**config.mk**
```make
export PLATFORM = sky130hd
export DESIGN_NAME = loop_nest_counter
export DESIGN_NICKNAME = d
export VERILOG_FILES = /design/src/rtl/loop_nest_counter.sv
export SDC_FILE = /design/constraint.sdc
export NUM_CORES = 1
export LEC_CHECK = 0
export BUFFER_PORTS_ARGS = -buffer_cell sky130_fd_sc_hd__buf_2
export CORE_ASPECT_RATIO = 1.75
export CORE_MARGIN = 2
export CORE_UTILIZATION = 40
export DETAILED_ROUTE_END_ITERATION = 8
export PLACE_DENSITY = 0.67
export SETUP_SLACK_MARGIN = 0.4
export SLEW_MARGIN = 20
export SYNTH_ARGS = -nofsm -noshare
export SYNTH_HDL_FRONTEND = slang
export SYNTH_SLANG_ARGS = --single-unit
```
**constraint.sdc**
```tcl
create_clock -name i_clk -period 1.8 [get_ports i_clk]
set_clock_uncertainty 0.05 [all_clocks]
set_input_delay 0 -clock i_clk [delete_from_list [all_inputs] [get_ports i_clk]]
set_output_delay 0 -clock i_clk [all_outputs]
set_load 0.02 [all_outputs]
```
**src/rtl/loop_nest_counter.sv**
```systemverilog
// Multi-level nested loop counter: level 0 is innermost and carries outward.
// Optional shadow limit registers enabled by defining LOOP_CNT_SHADOW_EN.
module loop_nest_counter #(
    parameter int BIT_WIDTH = 4,
    parameter int LEVELS    = 3
) (
    input  logic                        i_clk,
    input  logic                        i_rst,
    input  logic                        i_inc,
    input  logic                        i_clear,
    input  logic [LEVELS*BIT_WIDTH-1:0] i_max_count,
    output logic [LEVELS*BIT_WIDTH-1:0] o_out,
    output logic [LEVELS-1:0]           o_terminal,
    output logic                        o_done,
    output logic                        o_wrap_pulse
);

    logic [LEVELS*BIT_WIDTH-1:0] r_count;
    logic                        r_wrap;
    logic [LEVELS*BIT_WIDTH-1:0] w_limit;
    logic [LEVELS*BIT_WIDTH-1:0] w_next;
    logic [LEVELS-1:0]           w_step;

`ifdef LOOP_CNT_SHADOW_EN
    logic [LEVELS*BIT_WIDTH-1:0] r_limit;

    // Limits are captured only at the start of an instruction.
    always_ff @(posedge i_clk or posedge i_rst) begin
        if (i_rst) begin
            r_limit <= '0;
        end else if (i_clear) begin
            r_limit <= i_max_count;
        end
    end

    assign w_limit = r_limit;
`else
    assign w_limit = i_max_count;
`endif

    // >= so that a limit lowered below the current count wraps on the next step.
    genvar g;
    generate
        for (g = 0; g < LEVELS; g++) begin : g_term
            assign o_terminal[g] = (r_count[g*BIT_WIDTH +: BIT_WIDTH] >= w_limit[g*BIT_WIDTH +: BIT_WIDTH]);
        end
    endgenerate

    assign o_done = &o_terminal;

    always_comb begin
        w_step    = '0;
        w_step[0] = i_inc;
        for (int i = 1; i < LEVELS; i++) begin
            w_step[i] = w_step[i-1] & o_terminal[i-1];
        end
    end

    always_comb begin
        w_next = r_count;
        for (int i = 0; i < LEVELS; i++) begin
            if (w_step[i]) begin
                if (o_terminal[i]) begin
                    w_next[i*BIT_WIDTH +: BIT_WIDTH] = '0;
                end else begin
                    w_next[i*BIT_WIDTH +: BIT_WIDTH] = r_count[i*BIT_WIDTH +: BIT_WIDTH] + BIT_WIDTH'(1);
                end
            end
        end
    end

    always_ff @(posedge i_clk or posedge i_rst) begin
        if (i_rst) begin
            r_count <= '0;
            r_wrap  <= 1'b0;
        end else if (i_clear) begin
            r_count <= '0;
            r_wrap  <= 1'b0;
        end else begin
            r_count <= w_next;
            r_wrap  <= i_inc & o_done;
        end
    end

    assign o_out        = r_count;
    assign o_wrap_pulse = r_wrap;

endmodule

```
==> flow_summary.ini <==
[critical_path]
worst-path-max-fanout = 2
worst_r2r_startpoint = o_out[4]$_DFFE_PP0P_
critical_path.startpoint_type = register
worstSetupPathType = register to register
cp_data_required_time_ns = 1.92
worst_path_slowest_cell = sky130_fd_sc_hd__a2111o_1
critPathMaxStageDelay_ns = 0.41
path_delay_family = compound AO/OA/AOI/OAI gates
worst_r2r_path_depth = 8
worst_setup_end_kind = register
rrSetupSlack_ns = -0.16
path_buf_inv = 2
critical_path.cell_chain = inv_2 > ha_4 > nand2b_4 > a2111o_1 > buf_4 > a21oi_1 > o21ai_0 > a21oi_1
timing.critical_path.arrival_ns = 2.08
rr_endpoint = o_out[7]$_DFFE_PP0P_
cp_common_cell = sky130_fd_sc_hd__a21oi_1

[floorplanning]
top_level_ports = 33
row_count = 24
die_area_um2 = 3056
die-width_um = 42.66
start_util = 0.4197
design.core.area_um2 = 2492
die-height_um = 71.65

[grt]
antenna_found_initial = 0
grt_remaining_overflow = 0
via_count_of_the_first_global_routing_pass = 1291
grt.total_usage = 0.2265
grt_start_max_net_pins = 16
global_route_wire_length_before_repair_um = 5368

[yosys]
synth_area_per_cell_um2 = 8.717
synthesis.nets = 151
synth_top_cells_by_count = sky130_fd_sc_hd__inv_1 (17), sky130_fd_sc_hd__ha_1 (15), sky130_fd_sc_hd__a21oi_1 (14)
async_reset_ff_frac = 1.000
post-synth-top-area-cell = sky130_fd_sc_hd__dfrtp_1
top_area_cells_in_the_synthesized_netlist = sky130_fd_sc_hd__dfrtp_1 (31%), sky130_fd_sc_hd__ha_1 (18%), sky130_fd_sc_hd__a21oi_1 (6.7%), sky130_fd_sc_hd__inv_1 (6.1%), sky130_fd_sc_hd__nand3_1 (3.3%)
synth.ff_latch_count = 13
synth_largest_type_area_fraction = 0.3110
sequential_area_share_after_synthesis = 0.3110
yosys_most_used_dff = sky130_fd_sc_hd__dfrtp_1
netlist_area_um2 = 1046
syn-instance-count = 120
synth_cell_types = 32
ys.warnings.count = 0
number_of_synthesized_flops_with_an_enable_pin = 0
synth_most_common_cell = sky130_fd_sc_hd__inv_1

[final_layout]
n_antenna_cell = 0
final_cell_count_no_fill = 213
area_growth_syn_to_layout_pct = 64.59
drive_gt1_frac = 0.5668
final_net_count = 219
nFillCells = 211
postLayoutCoreUtil = 0.6908
finalInstanceArea_um2 = 1722

[place]
dp_hpwl_um = 2117
pre_cts_slack_ns = -0.1439
placedInstanceArea_um2 = 1394
portBuffers = 32
placed_cells_incl_taps = 196
globalplace.congestion = 0.7832

[timing]
worst_slew_pin_slew_ns = 0.5597
max_freq_mhz = 511.1
layout_min_cycle_time_ns = 1.957
hold_ws_ns = -0.01232
finalMaxSlewViolations = 0
fin_ws_ns = -0.1566
share_of_the_cycle_needed_by_the_critical_path_after_routing = 1.087
rsz_0062_raised_after_global_routing = true
max-slew-margin-rel = 0.6265
report.final.setup_viol = 16
hold_viol = 1

[clock_tree]
numClockSinks = 13
root_buffer = sky130_fd_sc_hd__clkbuf_8
register_clock_pin_slew_on_the_reported_worst_setup_and_hold_paths_ns = 0.05
cts_buffers = 3
worstSkewPairLatency_ns = 0.25
tritoncts = yes
cts.path.max_buffers = 2
h-tree-depth = 1

[power]
ir_worst_vdd_mv = 0.4374
static-leakage-power_nw = 0.9237
power_density_nw_per_um2 = 471.5

[detailed_routing]
routed_wirelength_um = 3180
ant_nets = 0
detailedRoute.firstPassIterationCount = 3
via_count = 1150
post_drt_via_cell_ratio = 5.399
route.detailed.wl_per_inst_um = 14.93
post-route-drc-count = 0
drc_marker_count_from_the_first_detailed_route_iteration = 29

[job]
max_cap_viols = 0

[status]
outcome = finished with violations
violated_checks = hold timing, setup timing

[worst_hold_path]
min_path_type = primary input to register
hold_end = o_out[3]$_DFFE_PP0P_
worst_hold_path.num_cells = 3
hold_start = i_inc
[flip-flops by register name, summed over array words and instances (netlist names)]
name	count
o_out	12
o_wrap_pulse	1
[how the worst max path moves through the flow]
stage,slack (ns),startpoint,end,cells past startpoint
global route,-0.24,o_out[0]$_DFFE_PP0P_,o_terminal[0],8
finish,-0.16,o_out[4]$_DFFE_PP0P_,o_out[7]$_DFFE_PP0P_,8
detailed placement,-0.14,o_out[0]$_DFFE_PP0P_,o_wrap_pulse$_DFF_PP0_,6
CTS,-0.16,o_out[8]$_DFFE_PP0P_,o_done,8
global placement,-0.06,o_out[0]$_DFFE_PP0P_,o_wrap_pulse$_DFF_PP0_,6
floorplan,-0.15,o_out[0]$_DFFE_PP0P_,o_out[10]$_DFFE_PP0P_,8
[placed cells by master (no fill, tap or decap), types with 4 or more instances in the layout]
master,n
sky130_fd_sc_hd__buf_6,11
sky130_fd_sc_hd__nand3_1,4
sky130_fd_sc_hd__nand2_1,4
sky130_fd_sc_hd__a21oi_2,4
sky130_fd_sc_hd__o21ai_0,4
sky130_fd_sc_hd__a21oi_1,10
sky130_fd_sc_hd__dfrtp_1,9
sky130_fd_sc_hd__buf_4,26
sky130_fd_sc_hd__buf_2,29
sky130_fd_sc_hd__inv_1,13
sky130_fd_sc_hd__nor2_1,6
sky130_fd_sc_hd__ha_1,12
sky130_fd_sc_hd__dfrtp_2,4
[per-layer routing]
layer / up-vias / GRT usage / part of all wire
met4: 0 / 0.1007 / 0.018
met5: - / 0 / 0
li1: 560 / - / -
met1: 554 / 0.2332 / 0.34
met3: 7 / 0.02015 / 0.028
met2: 29 / 0.4394 / 0.62
[tightest hold or removal path, delay by kind of cell]
kind,cells,cell delay (ns)
and+or+nand+nor,1,0.07
AOI/OAI and AO/OA,1,0.04
buffers and inverters,1,0.13
[area by class of cell]
type / count / area (um^2) / area share
multi-input cells: 85 / 767.0 / 0.4455
clock buffers: 4 / 45.04 / 0.02616
flip-flops and latches: 13 / 330.3 / 0.1919
well taps: 26 / 32.53 / 0.01890
repair buffers: 67 / 474.2 / 0.2754
inverters: 18 / 72.57 / 0.04215
[report_power, final]
part           internal, mW  switching [mW]
registers             0.298         0.00333
logic                 0.122           0.121
clock network         0.157           0.110
total                 0.577           0.234
[stage by stage]
stage	total power, mW	hold slack (ns)	setup TNS, ns
6_report	0.8118	-0.01232	-1.362
5_1_grt	0.8474	0.01449	-2.764
4_1_cts	0.8043	0.004984	-1.191
3_5_place_dp	0.4888	0.005533	-0.5088
3_3_place_gp	0.4835	0.006012	-0.1967
2_1_floorplan	0.4175	-0.1733	-0.7365
[cell families (layout without fill, tap and decap cells)]
| family | after synthesis | after routing | synth area share |
|---|---|---|---|
| adders and majority gates | 15 | 15 | 0.1794 |
| and+or+nand+nor | 42 | 42 | 0.2297 |
| AOI/OAI and AO/OA | 28 | 28 | 0.1818 |
| buffers and inverters | 22 | 89 | 0.09807 |
| DFF | 13 | 13 | 0.3110 |
[repair_timing]
item                                    4_1_cts  5_1_grt
pin swaps                                    18        9
hold buffers                                  1        0
endpoints found under the hold margin        13        0
endpoints found under the setup margin       17       17
setup buffers                                11        1
resized for setup                            35        6
No activity file was read; power rests on OpenSTA's default activity.
